==> src/rtl/riscv_mem_pkg.sv <==
// Shared encodings and widths for the RAM-port arbiter.
package riscv_mem_pkg;

   typedef enum logic {
      ST_IDLE   = 1'b0,
      ST_ACCESS = 1'b1
   } state_t;

   typedef enum logic {
      OWN_IF = 1'b0,
      OWN_D  = 1'b1
   } owner_t;

   // Wide enough for the largest allowed streak limit (15).
   localparam int STREAK_W = 4;
   // Wide enough for the largest allowed read latency (3).
   localparam int CNT_W    = 2;

endpackage

==> src/rtl/riscv_mem_prio.sv <==
// Requester selection: data first, fetch forced after MAX_DATA_STREAK data wins while fetch waits.
// Grant is combinational from the requests and only while idle; the streak counter is registered.
module riscv_mem_prio
   import riscv_mem_pkg::*;
#(
   parameter int MAX_DATA_STREAK = 4
) (
   input  logic       clk,
   input  logic       reset,
   input  logic       if_req,
   input  logic       d_req,
   input  logic       idle,
   output logic [1:0] gnt
);

   localparam logic [STREAK_W-1:0] STREAK_LIM = STREAK_W'(MAX_DATA_STREAK);
   localparam logic [STREAK_W-1:0] STREAK_SAT = '1;

   logic [STREAK_W-1:0] streak_q;

   always_comb begin
      gnt = 2'b00;
      if (idle) begin
         if (if_req && d_req) begin
            if (streak_q == STREAK_LIM) gnt[OWN_IF] = 1'b1;
            else                        gnt[OWN_D]  = 1'b1;
         end else if (if_req) begin
            gnt[OWN_IF] = 1'b1;
         end else if (d_req) begin
            gnt[OWN_D] = 1'b1;
         end
      end
   end

   // The streak only counts data wins that happen while fetch is actually waiting.
   always_ff @(posedge clk or posedge reset) begin
      if (reset) begin
         streak_q <= '0;
      end else if (gnt[OWN_IF]) begin
         streak_q <= '0;
      end else if (gnt[OWN_D]) begin
         if (!if_req)                     streak_q <= '0;
         else if (streak_q != STREAK_SAT) streak_q <= streak_q + STREAK_W'(1);
      end
   end

endmodule

==> src/rtl/riscv_mem_arbiter.sv <==
// Shares one RAM port between instruction fetch and load/store, one transaction in flight.
// Read done at grant+1+RD_LATENCY, write done at grant+1; requests are ignored (no grant) while busy.
module riscv_mem_arbiter
   import riscv_mem_pkg::*;
#(
   parameter int ADDR_W          = 32,
   parameter int DATA_W          = 32,
   parameter int RD_LATENCY      = 1,
   parameter int MAX_DATA_STREAK = 4
) (
   input  logic              clk,
   input  logic              reset,
   input  logic              if_req_i,
   input  logic [ADDR_W-1:0] if_addr_i,
   output logic              if_gnt_o,
   output logic              if_done_o,
   output logic [DATA_W-1:0] if_rdata_o,
   input  logic              d_req_i,
   input  logic              d_we_i,
   input  logic [ADDR_W-1:0] d_addr_i,
   input  logic [DATA_W-1:0] d_wdata_i,
   output logic              d_gnt_o,
   output logic              d_done_o,
   output logic [DATA_W-1:0] d_rdata_o,
   output logic              we_o,
   output logic [ADDR_W-1:0] addr_o,
   output logic [DATA_W-1:0] data_o,
   input  logic [DATA_W-1:0] data_i,
   output logic              busy_o
);

   localparam logic [CNT_W-1:0] LAT = CNT_W'(RD_LATENCY);

   state_t             state_q, state_d;
   logic [CNT_W-1:0]   cnt_q, cnt_d;
   owner_t             owner_q;
   logic [ADDR_W-1:0]  addr_q;
   logic [DATA_W-1:0]  wdata_q;
   logic               we_q;
   logic [1:0]         gnt;
   logic               done;

   riscv_mem_prio #(
      .MAX_DATA_STREAK (MAX_DATA_STREAK)
   ) u_prio (
      .clk    (clk),
      .reset  (reset),
      .if_req (if_req_i),
      .d_req  (d_req_i),
      .idle   (state_q == ST_IDLE),
      .gnt    (gnt)
   );

   always_ff @(posedge clk or posedge reset) begin
      if (reset) begin
         state_q <= ST_IDLE;
         cnt_q   <= '0;
      end else begin
         state_q <= state_d;
         cnt_q   <= cnt_d;
      end
   end

   always_comb begin
      state_d = state_q;
      cnt_d   = cnt_q;
      done    = 1'b0;
      case (state_q)
         ST_IDLE: begin
            if (|gnt) begin
               state_d = ST_ACCESS;
               cnt_d   = '0;
            end
         end
         ST_ACCESS: begin
            if (we_q || cnt_q == LAT) begin
               done    = 1'b1;
               state_d = ST_IDLE;
            end else begin
               cnt_d = cnt_q + CNT_W'(1);
            end
         end
         default: state_d = ST_IDLE;
      endcase
   end

   // Write data is only captured for data grants so data_o keeps its last store value across fetches.
   always_ff @(posedge clk or posedge reset) begin
      if (reset) begin
         owner_q <= OWN_IF;
         addr_q  <= '0;
         we_q    <= 1'b0;
         wdata_q <= '0;
      end else if (gnt[OWN_D]) begin
         owner_q <= OWN_D;
         addr_q  <= d_addr_i;
         we_q    <= d_we_i;
         wdata_q <= d_wdata_i;
      end else if (gnt[OWN_IF]) begin
         owner_q <= OWN_IF;
         addr_q  <= if_addr_i;
         we_q    <= 1'b0;
      end
   end

   assign if_gnt_o   = gnt[OWN_IF];
   assign d_gnt_o    = gnt[OWN_D];
   assign busy_o     = (state_q == ST_ACCESS);
   assign we_o       = busy_o && we_q;
   assign addr_o     = addr_q;
   assign data_o     = wdata_q;
   assign if_done_o  = done && (owner_q == OWN_IF);
   assign d_done_o   = done && (owner_q == OWN_D);
   assign if_rdata_o = data_i;
   assign d_rdata_o  = data_i;

endmodule

==> config.mk <==
export PLATFORM = sky130hd
export DESIGN_NAME = riscv_mem_arbiter
export DESIGN_NICKNAME = d
export VERILOG_FILES = /design/src/rtl/riscv_mem_pkg.sv /design/src/rtl/riscv_mem_prio.sv /design/src/rtl/riscv_mem_arbiter.sv
export SDC_FILE = /design/constraint.sdc
export NUM_CORES = 1
export LEC_CHECK = 0
export CAP_MARGIN = 15
export CORE_MARGIN = 2
export CORE_UTILIZATION = 35
export CTS_CLUSTER_DIAMETER = 30
export DETAILED_ROUTE_END_ITERATION = 12
export GPL_TIMING_DRIVEN = 0
export PLACE_DENSITY_LB_ADDON = 0.15
export SYNTH_ARGS = -nofsm -noshare
export SYNTH_HDL_FRONTEND = slang
export SYNTH_SLANG_ARGS = --single-unit
==> constraint.sdc <==
create_clock -name clk -period 3.2 [get_ports clk]
set_clock_uncertainty 0.15 [all_clocks]
set_input_delay 0.96 -clock clk [delete_from_list [all_inputs] [get_ports clk]]
set_output_delay 0.96 -clock clk [all_outputs]
set_load 0.01 [all_outputs]
# == Word level (Yosys, flattened, before mapping) ==
# Index checks and enable logic that the tools add are counted.
# word_totals
regBits,73
# classes
n_reduce_logical,9
n_eq_ne,6
n_bitwise,2
n_addsub,2
n_mux,24
# op_table
operator,count
$mux W32,2
$mux W4,4
$mux W1,12
$mux W2,4
$add A4 B1 Y4 const B,1
$eq A4 B3 Y1 const B,1
$logic_and A1 B1 Y1,4
$ne A2 B2 Y1 const B,2
$ne A4 B4 Y1 const B,1
$pmux W2 S2,1
$reduce_and A2 Y1,2
$ne A3 B1 Y1 const B,1
$add A2 B1 Y2 const B,1
$eq A2 B1 Y1 const B,1
$not A1 Y1,2
$pmux W1 S2,1
$reduce_bool A2 Y1,1
$reduce_or A2 Y1,1
$logic_or A1 B1 Y1,1

# == Depth between registers and ports, before layout ==
# logic_depth
word_depth,7
depth_mapped,9
depth_no_buf,7

# == Modules after synthesis ==
# From an unflattened synthesis, not the netlist that was laid out.
# hier_totals
hier_cells,331
area_unflattened_um2,3726.1
# by_module_without_submodules
mod,n_inst,cells_each,seq_area_each_um2,area_per_inst_um2
riscv_mem_arbiter,1,296,1726.7,3423.3
riscv_mem_prio,1,35,100.1,302.8

# == Worst setup path after synthesis ==
# Ideal clock, no wire load.
# synth_timing
path_kind,input-to-output
from,input port if_req_i
to,output port d_gnt_o
required_time_ns,2.090
path_buffers,3
cell_stages,6
path_slack_ns,0.425
arrival_time_ns,1.665
cell_sequence,buf_4 > nand4b_2 > nand3b_4 > inv_2 > buf_6 > buf_2
# synth_between
elab_chain_cells,3
word_cells_on_any_way,4
classes_between,mux (3); reduce/logical (1)
# synth_rtl
item,line,source
"start, declared",riscv_mem_arbiter.sv:13,"input logic if_req_i,"
$mux W1 or $logic_and A1 B1 Y1 (tied branches),"riscv_mem_prio.sv:27, riscv_mem_prio.sv:24",
$mux W2 (*),riscv_mem_prio.sv:24,if (if_req && d_req) begin
$mux W2 (*),riscv_mem_prio.sv:23,if (idle) begin
"end, declared",riscv_mem_arbiter.sv:22,"output logic d_gnt_o,"
# Every way passes the cells marked *; elsewhere a longest branch is shown, timed or not.

# == Worst setup path after layout ==
# layout_timing
from,input port d_req_i
to,output port if_gnt_o
# layout_between
elab_chain_cells,3
# layout_rtl
item,line,source
"start, declared",riscv_mem_arbiter.sv:18,"input logic d_req_i,"
$logic_and A1 B1 Y1,riscv_mem_prio.sv:24,
$mux W2,riscv_mem_prio.sv:24,
$mux W2,riscv_mem_prio.sv:23,
"end, declared",riscv_mem_arbiter.sv:15,"output logic if_gnt_o,"
# Every way passes these cells.

==> results.sh <==
export IMPL_vias_per_cell=4.49
export IMPL_cp_endpoint="if_gnt_o"
export IMPL_slew_limit_headroom=0.672
export IMPL_final_area_sq_mm=0.00635
export IMPL_synthCells=430
export IMPL_dp_slack_ns=-0.679
export IMPL_status="finished clean"
export IMPL_nets=810
export IMPL_final_max_slew_violation_count=0
export IMPL_slowest_stage="a21boi_1"
export IMPL_drtIter0Drc=138
export IMPL_worst_path_buf_inv=2
export IMPL_power_density_mw_per_mm2=745
export IMPL_first_pass_iters=4
export IMPL_clk_pin_slew_ns=0.07
export IMPL_finalSetupViolations=0
export IMPL_drv_cap=0
export IMPL_max_stage_delay_ns=0.34
export IMPL_start_util=0.357
export IMPL_antenna_cells=0
export IMPL_cts_buffers=9
export IMPL_syn_nets=566
export IMPL_rr_endpoint="addr_o[5]$_DFFE_PP0P_"
export IMPL_dp_hpwl_mm=9.03
export IMPL_crit_fanout=5
export IMPL_start_kind="input pin"
export IMPL_clkLatencyLatePin_ns=0.34
export IMPL_layout_area_seq_sq_mm=0.00183
export IMPL_worstPathArrival_ns=1.94
export IMPL_die_area_sq_mm=0.0113
export IMPL_ir_worst_vdd_uv=475
export IMPL_nFillCells=915
export IMPL_hold_viol=0
export IMPL_setup_tns_ns=0
export IMPL_cp_depth=4
export IMPL_cts_path_max_buffers=2
export IMPL_vias=3662
export IMPL_die_w_um=106
export IMPL_ys_warn_count=0
export IMPL_p_leak_uw=0.00296
export IMPL_grt_setup_unrepaired="false"
export IMPL_worstSetupEndpointType="primary output"
export IMPL_multi_input_area_sq_mm=0.00119
export IMPL_avgSynthCellArea_sq_um=8.50
export IMPL_post_route_period_util=0.954
export IMPL_coreArea_sq_mm=0.0102
export IMPL_gp_congestion=0.751
export IMPL_regToRegSetupSlack_ns=1.40
export IMPL_crit_chain="clkdlybuf4s15_2 -> a21boi_1 -> nor3b_1 -> dlygate4sd2_1"
export IMPL_syn2layout_area_growth_pct=73.8
export IMPL_p_total_uw=4730
export IMPL_route_detailed_drc=0
export IMPL_rr_startpoint="u_prio.streak_q[0]$_DFFE_PP0P_"
export IMPL_tritoncts="yes"
export IMPL_antenna_found_initial=0
export IMPL_reg2reg_depth=7
export IMPL_final_util=0.621
export IMPL_grt_util_all_layers=0.196
export IMPL_critical_path_required_ns=2.09
export IMPL_critPathLaunch="d_req_i"
export IMPL_drive_gt1_frac=0.158
export IMPL_tightest_slew_ns=0.492
export IMPL_clockRootBuffer="clkbuf_8"
export IMPL_hold_path_class="reg2reg"
export IMPL_wl_per_cell_um=13.9
export IMPL_crit_family="buffers and inverters"
export IMPL_worstSetupPathType="in2out"
export IMPL_min_period_ns=3.05
export IMPL_overflow=0
export IMPL_max_freq_ghz=0.328
export IMPL_placed_area_sq_mm=0.00618
export IMPL_ant_nets=0
export IMPL_ys_types=27
export IMPL_fin_ws_ns=0.148
export IMPL_rows=37
export IMPL_wl_mm=11.3
export IMPL_synth_seq_cells=73
export IMPL_netlist_area_sq_mm=0.00365
export IMPL_cts_htree_levels=3
export IMPL_ys_seq_area_frac=0.500
export IMPL_grt_pass1_vias=3576
export IMPL_grt_max_degree=40
export IMPL_grt_pass1_wl_mm=17.4
export IMPL_die_y_um=106
export IMPL_io_buffers=233
export IMPL_numClockSinks=73
export IMPL_pin_count=267
[stage by stage]
stage | std cells | hold WS, ns
2_1_floorplan | 430 | 0.303
3_3_place_gp | 799 | 0.308
3_5_place_dp | 800 | 0.312
4_1_cts | 815 | 0.332
5_1_grt | 815 | 0.342
6_report | 815 | 0.326
[worst min-delay path, cell delays in order, from the launching register on]
cell and delay, ns:
dfrtp_1 0.34, nand2_1 0.05, nand2_1 0.06
[state kept, by name, summed over array words and instances, names as in the netlist]
register and cells:
data_o 32, we_q 1, u_prio.streak_q 4, addr_o 32, owner_q 1, cnt_q 2
busy_o 1
[placed cells by master (no fill, tap or decap), types with 2 or more instances in the layout]
| cell | n |
|---|---|
| clkdlybuf4s50_1 | 230 |
| nand2_1 | 134 |
| dfrtp_1 | 73 |
| a21oi_1 | 68 |
| buf_4 | 67 |
| nor2_1 | 35 |
| buf_2 | 15 |
| clkbuf_8 | 10 |
| o21ai_1 | 6 |
| inv_1 | 5 |
| ha_1 | 3 |
| clkinv_2 | 3 |
| buf_6 | 2 |
| nand3_1 | 2 |
| o211ai_1 | 2 |
| clkbuf_1 | 2 |
| inv_6 | 2 |
| dlygate4sd2_1 | 2 |
[logic make-up after synthesis]
| kind of cell | after synthesis | share of synthesized area |
|---|---|---|
| AND/OR/NAND/NOR | 179 | 0.198 |
| adder cells (fa/ha/maj) | 3 | 0.0103 |
| buffers and inverters | 94 | 0.175 |
| flip-flops | 73 | 0.500 |
| AO/OA/AOI/OAI | 81 | 0.117 |
[worst min path at each step]
stage	start	to	slack, ns	depth (start not counted)
after floorplan	cnt_q[0]$_DFFE_PP0P_	cnt_q[0]$_DFFE_PP0P_	0.30	1
after global placement	data_o[29]$_DFFE_PP0N_	data_o[29]$_DFFE_PP0N_	0.31	2
after detailed placement	data_o[15]$_DFFE_PP0N_	data_o[15]$_DFFE_PP0N_	0.31	2
after CTS	data_o[1]$_DFFE_PP0N_	data_o[1]$_DFFE_PP0N_	0.33	2
after global routing	data_o[1]$_DFFE_PP0N_	data_o[1]$_DFFE_PP0N_	0.34	2
final	data_o[19]$_DFFE_PP0N_	data_o[19]$_DFFE_PP0N_	0.33	2
[final cells by class]
class,instances,share of cell area
Clock inverter,6,0.00630
Tap cell,136,0.0268
Clock buffer,10,0.0217
Sequential cell,73,0.288
Timing Repair Buffer,234,0.370
Multi-Input combinational cell,263,0.187
Inverter,7,0.00453
Buffer,86,0.0957
[repair_timing]
| item | 4_1_cts | 5_1_grt |
|---|---|---|
| buffers inserted | 0 | 0 |
| hold buffers | 0 | 0 |
| gates resized for setup | 5 | 0 |
| setup endpoints to repair | 2 | 0 |
[power by group]
group / switching, uW / total [uW] / internal, uW
Combinational: 1150 / 2470 / 1320
Clock: 356 / 660 / 304
Sequential: 239 / 1600 / 1360
[per-layer routing]
metal	global-route usage	part of all wire
met1	0.226	0.40
met2	0.338	0.49
met3	0.0699	0.095
met4	0.0639	0.016
met5	0	0
[cell usage after synthesis]
| cell | n | share of area |
|---|---|---|
| nand2_1 | 134 | 0.14 |
| dfrtp_1 | 73 | 0.50 |
| a21oi_1 | 68 | 0.093 |
| buf_4 | 67 | 0.14 |
| nor2_1 | 35 | 0.036 |
| buf_2 | 16 | 0.022 |
| inv_1 | 6 | 0.0062 |
| o21ai_1 | 6 | 0.0082 |
| ha_1 | 3 | 0.010 |
| buf_6 | 2 | 0.0062 |
| clkbuf_1 | 2 | 0.0021 |
| nand3_1 | 2 | 0.0027 |
| o211ai_1 | 2 | 0.0041 |
| a21boi_1 | 1 | 0.0021 |
| a22o_1 | 1 | 0.0024 |
| and2_1 | 1 | 0.0017 |
| and3_1 | 1 | 0.0017 |
| inv_2 | 1 | 0.0010 |
| nand3b_1 | 1 | 0.0021 |
| nand3b_4 | 1 | 0.0055 |
| nand4b_1 | 1 | 0.0024 |
| nand4b_2 | 1 | 0.0041 |
| nor2b_1 | 1 | 0.0017 |
| nor3b_1 | 1 | 0.0021 |
| o21ba_1 | 1 | 0.0027 |
| o21bai_2 | 1 | 0.0031 |
| o22ai_1 | 1 | 0.0017 |
(Power assumes the default switching activity.)
